### src/rtl/nexys_starship_pkg.sv
// -----------------------------------------------------------------------------
// nexys_starship_pkg
// Shared definitions for the starship repair arbiter:
//   - arbiter FSM state encoding (state_t)
//   - room index constants and the combo width
//   - helpers to turn a one-hot room grant into an index or into its combo
// The LOCK state only exists when NEXYS_STARSHIP_REPAIR_LOCKOUT_EN is defined.
// -----------------------------------------------------------------------------
package nexys_starship_pkg;

  localparam int COMBO_W = 4;

  localparam logic [1:0] ROOM_TOP   = 2'd0;
  localparam logic [1:0] ROOM_BTM   = 2'd1;
  localparam logic [1:0] ROOM_LEFT  = 2'd2;
  localparam logic [1:0] ROOM_RIGHT = 2'd3;

  typedef enum logic [1:0] {
    ST_IDLE  = 2'd0,
    ST_GRANT = 2'd1,
    ST_CHECK = 2'd2
`ifdef NEXYS_STARSHIP_REPAIR_LOCKOUT_EN
    ,
    ST_LOCK  = 2'd3
`endif
  } state_t;

  // Room index of a one-hot grant; an empty or corrupt grant maps to room 0.
  function automatic logic [1:0] onehot_to_idx(input logic [3:0] oh);
    case (oh)
      4'b0001: return ROOM_TOP;
      4'b0010: return ROOM_BTM;
      4'b0100: return ROOM_LEFT;
      4'b1000: return ROOM_RIGHT;
      default: return ROOM_TOP;
    endcase
  endfunction

  // Target combo nibble of the room selected by a one-hot grant, 0 if none.
  function automatic logic [COMBO_W-1:0] room_combo(input logic [15:0] combos,
                                                    input logic [3:0]  oh);
    case (oh)
      4'b0001: return combos[3:0];
      4'b0010: return combos[7:4];
      4'b0100: return combos[11:8];
      4'b1000: return combos[15:12];
      default: return 4'h0;
    endcase
  endfunction

endpackage

### src/rtl/nexys_starship_rr_pick.sv
// -----------------------------------------------------------------------------
// nexys_starship_rr_pick
// Combinational round-robin picker. Searches req starting at room ptr+1
// (wrapping mod 4) and returns the first requester.
// Ports:
//   req    [3:0] in  : room requests
//   ptr    [1:0] in  : index of the last served room
//   onehot [3:0] out : selected room, one-hot (0 when nothing requested)
//   valid        out : at least one request present
// -----------------------------------------------------------------------------
module nexys_starship_rr_pick (
  input  logic [3:0] req,
  input  logic [1:0] ptr,
  output logic [3:0] onehot,
  output logic       valid
);

  logic [1:0] idx_s;
  logic       hit_s;

  // Walk the four rooms in priority order; the first hit latches valid and
  // masks every later candidate.
  always_comb begin
    onehot = 4'b0000;
    valid  = 1'b0;
    idx_s  = ptr;
    hit_s  = 1'b0;
    for (int i = 1; i <= 4; i++) begin
      idx_s         = ptr + 2'(i);
      hit_s         = req[idx_s] & ~valid;
      onehot[idx_s] = onehot[idx_s] | hit_s;
      valid         = valid | hit_s;
    end
  end

endmodule

### src/rtl/nexys_starship_repair_arb.sv
// -----------------------------------------------------------------------------
// nexys_starship_repair_arb
// Arbitrates the shared hex switch console between four room repair requests.
// A granted room enters a combo with submit; a match pulses fixed and releases
// the console, a mismatch pulses err and bumps the saturating miss counter.
// Ports:
//   Clk, Reset (async, active high)
//   play_flag, gameover_ctrl     : game state; arbitration only while playing
//   req[3:0]                     : room requests (top, bottom, left, right)
//   target_combos[15:0]          : expected combo, nibble i for room i
//   hex_combo[3:0], submit, skip : console entry
//   grant[3:0], active_combo[3:0], fixed[3:0], err, miss_cnt[7:0] : registered
// Build option: NEXYS_STARSHIP_REPAIR_LOCKOUT_EN adds a LOCK state that holds
// the grant for LOCK_CYCLES cycles after a wrong combo. Without it a wrong combo
// returns straight to GRANT and LOCK_CYCLES has no effect.
// -----------------------------------------------------------------------------
module nexys_starship_repair_arb
  import nexys_starship_pkg::*;
#(
  parameter int LOCK_CYCLES = 50000000
) (
  input  logic         Clk,
  input  logic         Reset,
  input  logic         play_flag,
  input  logic         gameover_ctrl,
  input  logic [3:0]   req,
  input  logic [15:0]  target_combos,
  input  logic [3:0]   hex_combo,
  input  logic         submit,
  input  logic         skip,
  output logic [3:0]   grant,
  output logic [3:0]   active_combo,
  output logic [3:0]   fixed,
  output logic         err,
  output logic [7:0]   miss_cnt
);

  if (LOCK_CYCLES < 2 || LOCK_CYCLES > 67108864) begin : g_bad_lock_cycles
    $error("LOCK_CYCLES must lie in 2..2^26");
  end

  state_t             state_r, state_next_s;
  logic [3:0]         grant_r, grant_next_s;
  logic [3:0]         active_r, active_next_s;
  logic [3:0]         fixed_r, fixed_next_s;
  logic               err_r, err_next_s;
  logic [7:0]         miss_r, miss_next_s;
  logic [1:0]         ptr_r, ptr_next_s;
  logic [COMBO_W-1:0] combo_r, combo_next_s;
  logic [3:0]         pick_s;
  logic               pick_valid_s;
  logic [1:0]         gidx_s;

`ifdef NEXYS_STARSHIP_REPAIR_LOCKOUT_EN
  localparam logic [25:0] LOCK_LAST = 26'(LOCK_CYCLES - 1);
  logic [25:0]        lock_cnt_r, lock_cnt_next_s;
`endif

  nexys_starship_rr_pick u_pick (
    .req    (req),
    .ptr    (ptr_r),
    .onehot (pick_s),
    .valid  (pick_valid_s)
  );

  assign gidx_s = onehot_to_idx(grant_r);

  // Next-state and next-output logic; the abort path wins over every state.
  always_comb begin
    state_next_s    = state_r;
    grant_next_s    = grant_r;
    ptr_next_s      = ptr_r;
    combo_next_s    = combo_r;
    fixed_next_s    = 4'b0000;
    err_next_s      = 1'b0;
    miss_next_s     = miss_r;
`ifdef NEXYS_STARSHIP_REPAIR_LOCKOUT_EN
    lock_cnt_next_s = lock_cnt_r;
`endif
    if (gameover_ctrl || !play_flag) begin
      state_next_s    = ST_IDLE;
      grant_next_s    = 4'b0000;
`ifdef NEXYS_STARSHIP_REPAIR_LOCKOUT_EN
      lock_cnt_next_s = 26'd0;
`endif
    end else begin
      case (state_r)
        ST_IDLE: begin
          if (pick_valid_s) begin
            grant_next_s = pick_s;
            state_next_s = ST_GRANT;
          end else begin
            grant_next_s = 4'b0000;
          end
        end
        ST_GRANT: begin
          // submit takes precedence over a simultaneous skip
          if (submit) begin
            combo_next_s = hex_combo;
            state_next_s = ST_CHECK;
          end else if (skip) begin
            ptr_next_s   = gidx_s;
            grant_next_s = 4'b0000;
            state_next_s = ST_IDLE;
          end else if (!req[gidx_s]) begin
            grant_next_s = 4'b0000;
            state_next_s = ST_IDLE;
          end else begin
            state_next_s = ST_GRANT;
          end
        end
        ST_CHECK: begin
          if (combo_r == room_combo(target_combos, grant_r)) begin
            fixed_next_s = grant_r;
            ptr_next_s   = gidx_s;
            grant_next_s = 4'b0000;
            state_next_s = ST_IDLE;
          end else begin
            err_next_s = 1'b1;
            if (miss_r != 8'hFF) begin
              miss_next_s = miss_r + 8'd1;
            end else begin
              miss_next_s = miss_r;
            end
`ifdef NEXYS_STARSHIP_REPAIR_LOCKOUT_EN
            lock_cnt_next_s = 26'd0;
            state_next_s    = ST_LOCK;
`else
            state_next_s    = ST_GRANT;
`endif
          end
        end
`ifdef NEXYS_STARSHIP_REPAIR_LOCKOUT_EN
        ST_LOCK: begin
          if (lock_cnt_r == LOCK_LAST) begin
            lock_cnt_next_s = 26'd0;
            state_next_s    = ST_GRANT;
          end else begin
            lock_cnt_next_s = lock_cnt_r + 26'd1;
          end
        end
`endif
        default: begin
          grant_next_s = 4'b0000;
          state_next_s = ST_IDLE;
        end
      endcase
    end
    // Combo display tracks whichever room will own the console next cycle.
    active_next_s = room_combo(target_combos, grant_next_s);
  end

  // State and output registers; ptr starts at 3 so room 0 is served first.
  always_ff @(posedge Clk or posedge Reset) begin
    if (Reset) begin
      state_r    <= ST_IDLE;
      grant_r    <= 4'b0000;
      active_r   <= 4'h0;
      fixed_r    <= 4'b0000;
      err_r      <= 1'b0;
      miss_r     <= 8'd0;
      ptr_r      <= 2'd3;
      combo_r    <= 4'h0;
`ifdef NEXYS_STARSHIP_REPAIR_LOCKOUT_EN
      lock_cnt_r <= 26'd0;
`endif
    end else begin
      state_r    <= state_next_s;
      grant_r    <= grant_next_s;
      active_r   <= active_next_s;
      fixed_r    <= fixed_next_s;
      err_r      <= err_next_s;
      miss_r     <= miss_next_s;
      ptr_r      <= ptr_next_s;
      combo_r    <= combo_next_s;
`ifdef NEXYS_STARSHIP_REPAIR_LOCKOUT_EN
      lock_cnt_r <= lock_cnt_next_s;
`endif
    end
  end

  assign grant        = grant_r;
  assign active_combo = active_r;
  assign fixed        = fixed_r;
  assign err          = err_r;
  assign miss_cnt     = miss_r;

endmodule

### config.mk
export PLATFORM = sky130hd
export DESIGN_NAME = nexys_starship_repair_arb
export DESIGN_NICKNAME = d
export VERILOG_FILES = /design/src/rtl/nexys_starship_pkg.sv /design/src/rtl/nexys_starship_rr_pick.sv /design/src/rtl/nexys_starship_repair_arb.sv
export SDC_FILE = /design/constraint.sdc
export NUM_CORES = 1
export LEC_CHECK = 0
export CAP_MARGIN = 10
export CORE_MARGIN = 2
export CORE_UTILIZATION = 35
export DETAILED_ROUTE_END_ITERATION = 6
export SLEW_MARGIN = 5
export SYNTH_ARGS = -nofsm -noshare
export SYNTH_HDL_FRONTEND = slang
export SYNTH_SLANG_ARGS = --single-unit
### constraint.sdc
create_clock -name Clk -period 9.4 [get_ports Clk]
set_input_delay 0.94 -clock Clk [delete_from_list [all_inputs] [get_ports Clk]]
set_output_delay 0.94 -clock Clk [all_outputs]
set_load 0.02 [all_outputs]
==> results of run 1 <==
[through the flow]
step	instances	setup WS [ns]	hold slack [ns]
after floorplan	281	5.18	0.467
after global placement	417	4.83	0.480
after detailed placement	417	4.81	0.484
after CTS	425	4.81	0.504
after global routing	425	4.46	0.513
final	425	4.74	0.494
[cells in the mapped netlist (2+ instances only)]
cell type	n
sky130_fd_sc_hd__a21oi_1	20
sky130_fd_sc_hd__a221o_1	4
sky130_fd_sc_hd__a22o_1	9
sky130_fd_sc_hd__a311oi_1	3
sky130_fd_sc_hd__and2_1	2
sky130_fd_sc_hd__and3_1	9
sky130_fd_sc_hd__and3b_1	2
sky130_fd_sc_hd__buf_2	4
sky130_fd_sc_hd__clkbuf_1	8
sky130_fd_sc_hd__dfrtp_1	27
sky130_fd_sc_hd__dfstp_2	2
sky130_fd_sc_hd__ha_1	9
sky130_fd_sc_hd__inv_1	13
sky130_fd_sc_hd__inv_2	2
sky130_fd_sc_hd__mux2_2	2
sky130_fd_sc_hd__mux4_2	5
sky130_fd_sc_hd__nand2_1	29
sky130_fd_sc_hd__nand2b_1	4
sky130_fd_sc_hd__nand3_1	4
sky130_fd_sc_hd__nand3b_1	11
sky130_fd_sc_hd__nor2_1	12
sky130_fd_sc_hd__nor2b_1	7
sky130_fd_sc_hd__nor3_1	4
sky130_fd_sc_hd__nor3b_1	3
sky130_fd_sc_hd__nor4_1	2
sky130_fd_sc_hd__nor4_2	2
sky130_fd_sc_hd__o211a_1	2
sky130_fd_sc_hd__o211ai_1	3
sky130_fd_sc_hd__o21a_1	6
sky130_fd_sc_hd__o21ai_0	15
sky130_fd_sc_hd__o22ai_1	2
sky130_fd_sc_hd__o31ai_1	2
sky130_fd_sc_hd__o41ai_1	2
sky130_fd_sc_hd__or3_1	3
sky130_fd_sc_hd__xnor2_1	10
sky130_fd_sc_hd__xor2_1	3
[flip-flops by register name, indices dropped and copies added (netlist names)]
| register | cells |
|---|---|
| state_r | 2 |
| active_combo | 4 |
| err | 1 |
| combo_r | 4 |
| ptr_r | 2 |
| miss_cnt | 8 |
| fixed | 4 |
| grant | 4 |
[worst max-delay path, cell delays in order, from the launching register on]
cell and delay, ns:
sky130_fd_sc_hd__dfstp_2 0.82, sky130_fd_sc_hd__inv_1 0.26, sky130_fd_sc_hd__ha_1 0.50, sky130_fd_sc_hd__mux4_2 0.51
sky130_fd_sc_hd__mux2i_2 0.28, sky130_fd_sc_hd__o211ai_1 0.31, sky130_fd_sc_hd__nor3_1 0.09, sky130_fd_sc_hd__nor3_1 0.44
sky130_fd_sc_hd__nand3_1 0.18, sky130_fd_sc_hd__o221a_2 0.35, sky130_fd_sc_hd__nor4_2 0.52, sky130_fd_sc_hd__a22o_1 0.23
sky130_fd_sc_hd__a221o_1 0.10
[per-layer routing]
layer  track usage [%]  routed length [um]  vias to the layer above
met3              2.31                 417                       16
met4              6.38                 137                        0
met1              23.4                3190                     1164
met2              30.4                3260                       92
li1                  -                   -                     1153
met5                 0                   0                        -
[worst max path at each step]
stage,to,slack (ns),cells past startpoint
after floorplan,active_combo[0],5.18,15
after global placement,active_combo[2],4.83,11
after detailed placement,active_combo[2],4.81,11
after CTS,active_combo[2],4.81,12
after global routing,active_combo[1],4.46,12
final,active_combo[2],4.74,12
[cell families (layout without fill, tap and decap cells)]
family | after synthesis | after routing | synth area share (%)
AOI/OAI and AO/OA | 89 | 89 | 27.8
xor gates and xnor gates | 13 | 13 | 4.47
adders and majority gates | 9 | 9 | 4.42
buffers and inverters | 29 | 74 | 4.91
DFF | 29 | 29 | 28.6
muxes | 10 | 10 | 6.82
and+or+nand+nor | 102 | 102 | 23.0
[where the power goes]
part	internal (W)	leakage, nW	total (W)	switching, W
registers	0.000141	0.389	0.000171	0.0000297
logic	0.000142	0.831	0.000320	0.000178
clock network	0.0000861	0.0574	0.000138	0.0000523
[area by class of cell]
type | instances | share of cell area, %
multi-input cells | 223 | 52.5
flip-flops and latches | 29 | 22.5
repair buffers | 51 | 15.7
well taps | 99 | 3.83
clock buffers | 6 | 2.56
inverters | 15 | 1.74
clock inverters | 2 | 1.16
==> run_summary.xml, run 1 <==
<?xml version="1.0" encoding="UTF-8"?>
<metrics>
  <group name="yosys">
    <metric name="ys_ff_latch" unit="">29</metric>
    <metric name="post_synth.cell_area_avg" unit="um^2">9.07</metric>
    <metric name="yosys_warnings" unit="">0</metric>
    <metric name="synthTopCellsByArea" unit="">sky130_fd_sc_hd__dfrtp_1 27%, sky130_fd_sc_hd__ha_1 4.4%, sky130_fd_sc_hd__mux4_2 4.4%</metric>
    <metric name="synth_nets" unit="">320</metric>
    <metric name="yosys.area.top_type" unit="">sky130_fd_sc_hd__dfrtp_1</metric>
    <metric name="yosysTopAreaCellShare" unit="%">26.5</metric>
    <metric name="ys_dominant_reg_cell" unit="">sky130_fd_sc_hd__dfrtp_1</metric>
    <metric name="synthesis.instances" unit="">281</metric>
    <metric name="seq_area_frac_synth" unit="%">28.6</metric>
    <metric name="netlist_area" unit="um^2">2550</metric>
    <metric name="async_flop_share" unit="%">100</metric>
    <metric name="synth_enable_flop_cells" unit="">0</metric>
    <metric name="ys_types" unit="">70</metric>
  </group>
  <group name="clock_network">
    <metric name="cts.reportedPaths.clkPinSlew" unit="ns">0.07</metric>
    <metric name="cts-resized-gates" unit="">0</metric>
    <metric name="postCtsSetupBuffers" unit="">0</metric>
    <metric name="tritoncts" unit="">built</metric>
    <metric name="clock_sink_count" unit="">29</metric>
    <metric name="clock_path_buffers" unit="">2</metric>
    <metric name="cts-htree-levels" unit="">2</metric>
    <metric name="post_cts_hold_buffer_count" unit="">0</metric>
    <metric name="clk-insertion-delay-late" unit="ns">0.29</metric>
    <metric name="cts_root_buf" unit="">sky130_fd_sc_hd__clkbuf_8</metric>
    <metric name="cts-buffers-inserted" unit="">5</metric>
  </group>
  <group name="placed_design">
    <metric name="port-buffer-count" unit="">50</metric>
    <metric name="detailed_place.area" unit="um^2">3110</metric>
    <metric name="post-dp-hpwl" unit="um">5200</metric>
    <metric name="gp_congestion" unit="">0.895</metric>
  </group>
  <group name="finish">
    <metric name="area_of_the_multi_input_gates" unit="um^2">1700</metric>
    <metric name="layout.cell_area.non_filler" unit="um^2">3230</metric>
    <metric name="mostFrequentLayoutCells" unit="">50 x sky130_fd_sc_hd__clkdlybuf4s50_1, 29 x sky130_fd_sc_hd__nand2_1, 27 x sky130_fd_sc_hd__dfrtp_1, 20 x sky130_fd_sc_hd__a21oi_1, 15 x sky130_fd_sc_hd__o21ai_0</metric>
    <metric name="nNetsFinal" unit="">364</metric>
    <metric name="finalCoreUtilization" unit="%">45.3</metric>
    <metric name="ff_latch_area" unit="um^2">728</metric>
    <metric name="drive_above_1_share" unit="%">12.0</metric>
    <metric name="antennaDiodeCount" unit="">0</metric>
    <metric name="nFillCells" unit="">736</metric>
    <metric name="mostFrequentLayoutCell" unit="">sky130_fd_sc_hd__clkdlybuf4s50_1</metric>
    <metric name="area_growth_syn_to_layout" unit="%">26.8</metric>
  </group>
  <group name="timing">
    <metric name="worst_clock_skew" unit="ns">0.00805</metric>
    <metric name="finalSetupTns" unit="ns">0</metric>
    <metric name="fmax" unit="GHz">0.214</metric>
    <metric name="timing_worst_slew_pin_value" unit="ns">0.686</metric>
    <metric name="setup_viol" unit="">0</metric>
    <metric name="timing_hold_violations_final" unit="">0</metric>
    <metric name="slew_viol_final" unit="">0</metric>
    <metric name="post-route-period-util" unit="%">49.6</metric>
    <metric name="layout_min_cycle_time" unit="ns">4.66</metric>
    <metric name="slew_headroom" unit="%">53.7</metric>
    <metric name="rsz_0062_raised_after_global_routing" unit="">false</metric>
  </group>
  <group name="drt">
    <metric name="finalWirelength" unit="um">7000</metric>
    <metric name="drt-vias-per-instance" unit="">5.71</metric>
    <metric name="antenna_violating_nets_post_route" unit="">0</metric>
    <metric name="avgRoutedWirePerCell" unit="um">16.5</metric>
    <metric name="via_count" unit="">2425</metric>
    <metric name="first_iter_violations" unit="">225</metric>
    <metric name="drt_pre_antenna_iters" unit="">4</metric>
    <metric name="drc" unit="">0</metric>
  </group>
  <group name="grt">
    <metric name="initial_antenna_violation_count" unit="">0</metric>
    <metric name="grt_max_degree" unit="">30</metric>
    <metric name="first_global_vias" unit="">2220</metric>
    <metric name="global_route.usage.total" unit="%">17.9</metric>
    <metric name="grt_overflow_total" unit="">0</metric>
    <metric name="grt_pass1_wl" unit="um">11200</metric>
  </group>
  <group name="worst_setup_path">
    <metric name="worstPathMaxFanout" unit="">22</metric>
    <metric name="worst-endpoint-arrival" unit="ns">4.89</metric>
    <metric name="worst-r2r-cell-count" unit="">12</metric>
    <metric name="start_kind" unit="">flop</metric>
    <metric name="cp_data_required_time" unit="ns">9.62</metric>
    <metric name="crit_type" unit="">reg -&gt; reg</metric>
    <metric name="worstReg2RegEnd" unit="">active_combo[2]</metric>
    <metric name="worst-r2r-setup-slack" unit="ns">4.74</metric>
    <metric name="timing.critical_path.from" unit="">ptr_r[0]</metric>
    <metric name="worstSetupEndpointType" unit="">flop</metric>
    <metric name="critical_path.reg2reg.startpoint" unit="">ptr_r[0]</metric>
  </group>
  <group name="min_path">
    <metric name="hold-path-endpoint" unit="">miss_cnt[6]</metric>
    <metric name="hold-path-cell-count" unit="">1</metric>
    <metric name="holdCritStartpoint" unit="">miss_cnt[6]</metric>
    <metric name="holdCritPathClass" unit="">reg -&gt; reg</metric>
  </group>
  <group name="die">
    <metric name="floorplan.initialDensity" unit="%">35.7</metric>
    <metric name="floorplan.io_pins" unit="">51</metric>
    <metric name="core" unit="um^2">7140</metric>
    <metric name="floorplan.die.height" unit="um">89.3</metric>
    <metric name="fp.dieArea" unit="um^2">7980</metric>
    <metric name="floorplan.die.width" unit="um">89.3</metric>
    <metric name="rows" unit="">31</metric>
  </group>
  <group name="power_and_ir_drop">
    <metric name="totalPowerFinal" unit="W">0.000629</metric>
    <metric name="total_leakage_power" unit="nW">1.28</metric>
    <metric name="power.density" unit="nW/um^2">195</metric>
    <metric name="irDropWorstVdd" unit="mV">0.0747</metric>
  </group>
  <group name="run">
    <metric name="drv_cap" unit="">0</metric>
  </group>
  <group name="status">
    <metric name="run_status" unit="">finished clean</metric>
  </group>
</metrics>
Power figures use the tool's default switching activity.
==> inputs of run 2 (changes only) <==
==> constraint.sdc (replaced) <==
create_clock -name Clk -period 4.51 [get_ports Clk]
set_input_delay 0.451 -clock Clk [delete_from_list [all_inputs] [get_ports Clk]]
set_output_delay 0.451 -clock Clk [all_outputs]
set_load 0.02 [all_outputs]
==> run 2 against run 1 <==
Combinational power is 120% higher. Design area grew 1.7%. Via count down 0.16%. Die area stayed put. Clock skew shrank 0.0016 ns. First-iteration DRC count fell by 17%. Power grew 110%. Clock power up 110%. Maximum frequency rose by 12%. Wire length fell by 0.67%. Global-route usage increased by 0.19 points.
==> run_summary.xml, run 2 (synthesis results as in run 1) <==
<?xml version="1.0" encoding="UTF-8"?>
<metrics>
  <group name="status">
    <metric name="run_status" unit="">finished clean</metric>
  </group>
  <group name="placed_design">
    <metric name="post-dp-hpwl" unit="um">5140</metric>
    <metric name="numPlacedInstances" unit="">421</metric>
    <metric name="detailedPlace.worstSlack" unit="ns">0.446</metric>
    <metric name="port-buffer-count" unit="">50</metric>
    <metric name="gp_congestion" unit="">0.885</metric>
  </group>
  <group name="drt">
    <metric name="drt_pre_antenna_iters" unit="">4</metric>
    <metric name="drt-vias-per-instance" unit="">5.63</metric>
    <metric name="drc" unit="">0</metric>
    <metric name="antenna_violating_nets_post_route" unit="">0</metric>
    <metric name="via_count" unit="">2421</metric>
    <metric name="finalWirelength" unit="um">6950</metric>
    <metric name="first_iter_violations" unit="">187</metric>
    <metric name="avgRoutedWirePerCell" unit="um">16.2</metric>
  </group>
  <group name="timing">
    <metric name="finalSetupTns" unit="ns">0</metric>
    <metric name="setup_viol" unit="">0</metric>
    <metric name="slew_headroom" unit="%">57.7</metric>
    <metric name="post-route-period-util" unit="%">92.3</metric>
    <metric name="worst_clock_skew" unit="ns">0.00641</metric>
    <metric name="timing_worst_slew_pin_value" unit="ns">0.635</metric>
    <metric name="layout_min_cycle_time" unit="ns">4.16</metric>
    <metric name="slew_viol_final" unit="">0</metric>
    <metric name="fin_ws" unit="ns">0.346</metric>
    <metric name="rsz_0062_raised_after_global_routing" unit="">false</metric>
    <metric name="timing_hold_violations_final" unit="">0</metric>
    <metric name="fmax" unit="GHz">0.240</metric>
  </group>
  <group name="die">
    <metric name="rows" unit="">31</metric>
    <metric name="floorplan.initialDensity" unit="%">35.7</metric>
    <metric name="floorplan.io_pins" unit="">51</metric>
    <metric name="floorplan.die.height" unit="um">89.3</metric>
    <metric name="fp.dieArea" unit="um^2">7980</metric>
    <metric name="core" unit="um^2">7140</metric>
    <metric name="floorplan.die.width" unit="um">89.3</metric>
  </group>
  <group name="min_path">
    <metric name="holdCritPathClass" unit="">reg -&gt; reg</metric>
    <metric name="holdCritStartpoint" unit="">combo_r[1]</metric>
  </group>
  <group name="clock_network">
    <metric name="cts-buffers-inserted" unit="">5</metric>
    <metric name="tritoncts" unit="">built</metric>
    <metric name="clock_path_buffers" unit="">2</metric>
    <metric name="cts_root_buf" unit="">sky130_fd_sc_hd__clkbuf_8</metric>
    <metric name="cts.reportedPaths.clkPinSlew" unit="ns">0.07</metric>
    <metric name="cts-htree-levels" unit="">2</metric>
    <metric name="cts-resized-gates" unit="">0</metric>
    <metric name="clock_sink_count" unit="">29</metric>
    <metric name="postCtsSetupBuffers" unit="">0</metric>
    <metric name="post_cts_hold_buffer_count" unit="">0</metric>
    <metric name="clk-insertion-delay-late" unit="ns">0.28</metric>
  </group>
  <group name="power_and_ir_drop">
    <metric name="power_switching" unit="W">0.000542</metric>
    <metric name="pwr-share-clk" unit="%">21.5</metric>
    <metric name="comb_power_share" unit="%">53.0</metric>
    <metric name="relative_contribution_of_sequential_cells_to_total_power" unit="%">25.6</metric>
    <metric name="power_switching_share" unit="%">41.0</metric>
    <metric name="power.density" unit="nW/um^2">402</metric>
    <metric name="internal_power" unit="W">0.000778</metric>
    <metric name="irDropWorstVdd" unit="mV">0.129</metric>
    <metric name="totalPowerFinal" unit="W">0.00132</metric>
    <metric name="total_leakage_power" unit="nW">1.31</metric>
  </group>
  <group name="run">
    <metric name="drv_cap" unit="">0</metric>
  </group>
  <group name="finish">
    <metric name="nNetsFinal" unit="">369</metric>
    <metric name="flip_flop_count_of_the_largest_register_after_layout" unit="">8</metric>
    <metric name="antennaDiodeCount" unit="">0</metric>
    <metric name="fin_cells" unit="">430</metric>
    <metric name="mostFrequentLayoutCells" unit="">50 x sky130_fd_sc_hd__clkdlybuf4s50_1, 29 x sky130_fd_sc_hd__nand2_1, 27 x sky130_fd_sc_hd__dfrtp_1, 20 x sky130_fd_sc_hd__a21oi_1, 15 x sky130_fd_sc_hd__o21ai_0</metric>
    <metric name="nFillCells" unit="">706</metric>
    <metric name="drive_above_1_share" unit="%">13.3</metric>
    <metric name="area_growth_syn_to_layout" unit="%">28.9</metric>
    <metric name="mostFrequentLayoutCell" unit="">sky130_fd_sc_hd__clkdlybuf4s50_1</metric>
  </group>
  <group name="grt">
    <metric name="grt_overflow_total" unit="">0</metric>
    <metric name="grt_max_degree" unit="">30</metric>
    <metric name="first_global_vias" unit="">2383</metric>
    <metric name="global_route.usage.total" unit="%">18.1</metric>
    <metric name="initial_antenna_violation_count" unit="">0</metric>
    <metric name="grt_pass1_wl" unit="um">11400</metric>
  </group>
  <group name="worst_setup_path">
    <metric name="worst-endpoint-arrival" unit="ns">4.38</metric>
    <metric name="timing.critical_path.from" unit="">ptr_r[0]</metric>
    <metric name="worstSetupEndpointType" unit="">flop</metric>
    <metric name="cp_data_required_time" unit="ns">4.73</metric>
    <metric name="critical_path.reg2reg.startpoint" unit="">ptr_r[0]</metric>
    <metric name="crit_type" unit="">reg -&gt; reg</metric>
    <metric name="start_kind" unit="">flop</metric>
    <metric name="worstPathMaxFanout" unit="">14</metric>
  </group>
</metrics>
run 2: changes by cell type in the layout (fill, tap and decap cells not counted), sizes merged:
| cell | delta |
|---|---|
| buf | +5 |
run 2: path summary, 6_finish.rpt:
path                                   end  slack [ns]  cells past startpoint
max                        active_combo[0]        0.35                     12
min                             combo_r[1]        0.50                      2
max reg2reg                active_combo[0]        0.35                     12
min reg2reg                     combo_r[1]        0.50                      2
max in group asynchronous  active_combo[3]        3.47                      3
min in group asynchronous         fixed[2]        0.52                      2
run 2: routing by layer:
| layer | vias to the layer above | global-route usage, % | routed length [um] |
|---|---|---|---|
| li1 | 1159 | - | - |
| met1 | 1153 | 22.8 | 3130 |
| met2 | 89 | 30.6 | 3200 |
| met3 | 20 | 3.32 | 444 |
| met4 | 0 | 7.06 | 176 |
| met5 | - | 0 | 0 |
run 2: cell type report:
class                   count  area [um^2]  share of cell area (%)
flip-flops and latches     29          728                    22.2
clock buffers               6         82.6                    2.51
inverters                  15         56.3                    1.71
clock inverters             2         37.5                    1.14
repair buffers             56          553                    16.8
multi-input cells         223         1700                    51.9
well taps                  99          124                    3.77
run 2: through the flow:
step / instance area (um^2) / util [%] / hold slack, ns
after floorplan: 2550 / - / 0.467
after global placement: 3140 / 44.0 / 0.482
after detailed placement: 3140 / 44.0 / 0.488
after CTS: 3260 / 45.7 / 0.504
after global routing: 3290 / 46.0 / 0.525
final: 3290 / 46.0 / 0.501
run 2: worst max-delay path: stages, from the launching register on:
cell,delay (ns)
sky130_fd_sc_hd__dfstp_2,0.54
sky130_fd_sc_hd__inv_1,0.15
sky130_fd_sc_hd__ha_1,0.48
sky130_fd_sc_hd__mux4_2,0.51
sky130_fd_sc_hd__mux2_4,0.31
sky130_fd_sc_hd__a221oi_1,0.15
sky130_fd_sc_hd__o211a_1,0.17
sky130_fd_sc_hd__nor3_1,0.45
sky130_fd_sc_hd__a31oi_4,0.18
sky130_fd_sc_hd__o221ai_2,0.26
sky130_fd_sc_hd__nand2_1,0.13
sky130_fd_sc_hd__nor4_2,0.54
sky130_fd_sc_hd__a221o_1,0.23
run 2: power by group through the flow:
stage / Combinational, W / Clock (W) / Sequential (W)
floorplan: 0.000501 / 0 / 0.000345
global placement: 0.000686 / 0 / 0.000342
detailed placement: 0.000682 / 0 / 0.000341
CTS: 0.000687 / 0.000291 / 0.000337
global route: 0.000766 / 0.000302 / 0.000343
finish: 0.000699 / 0.000283 / 0.000338
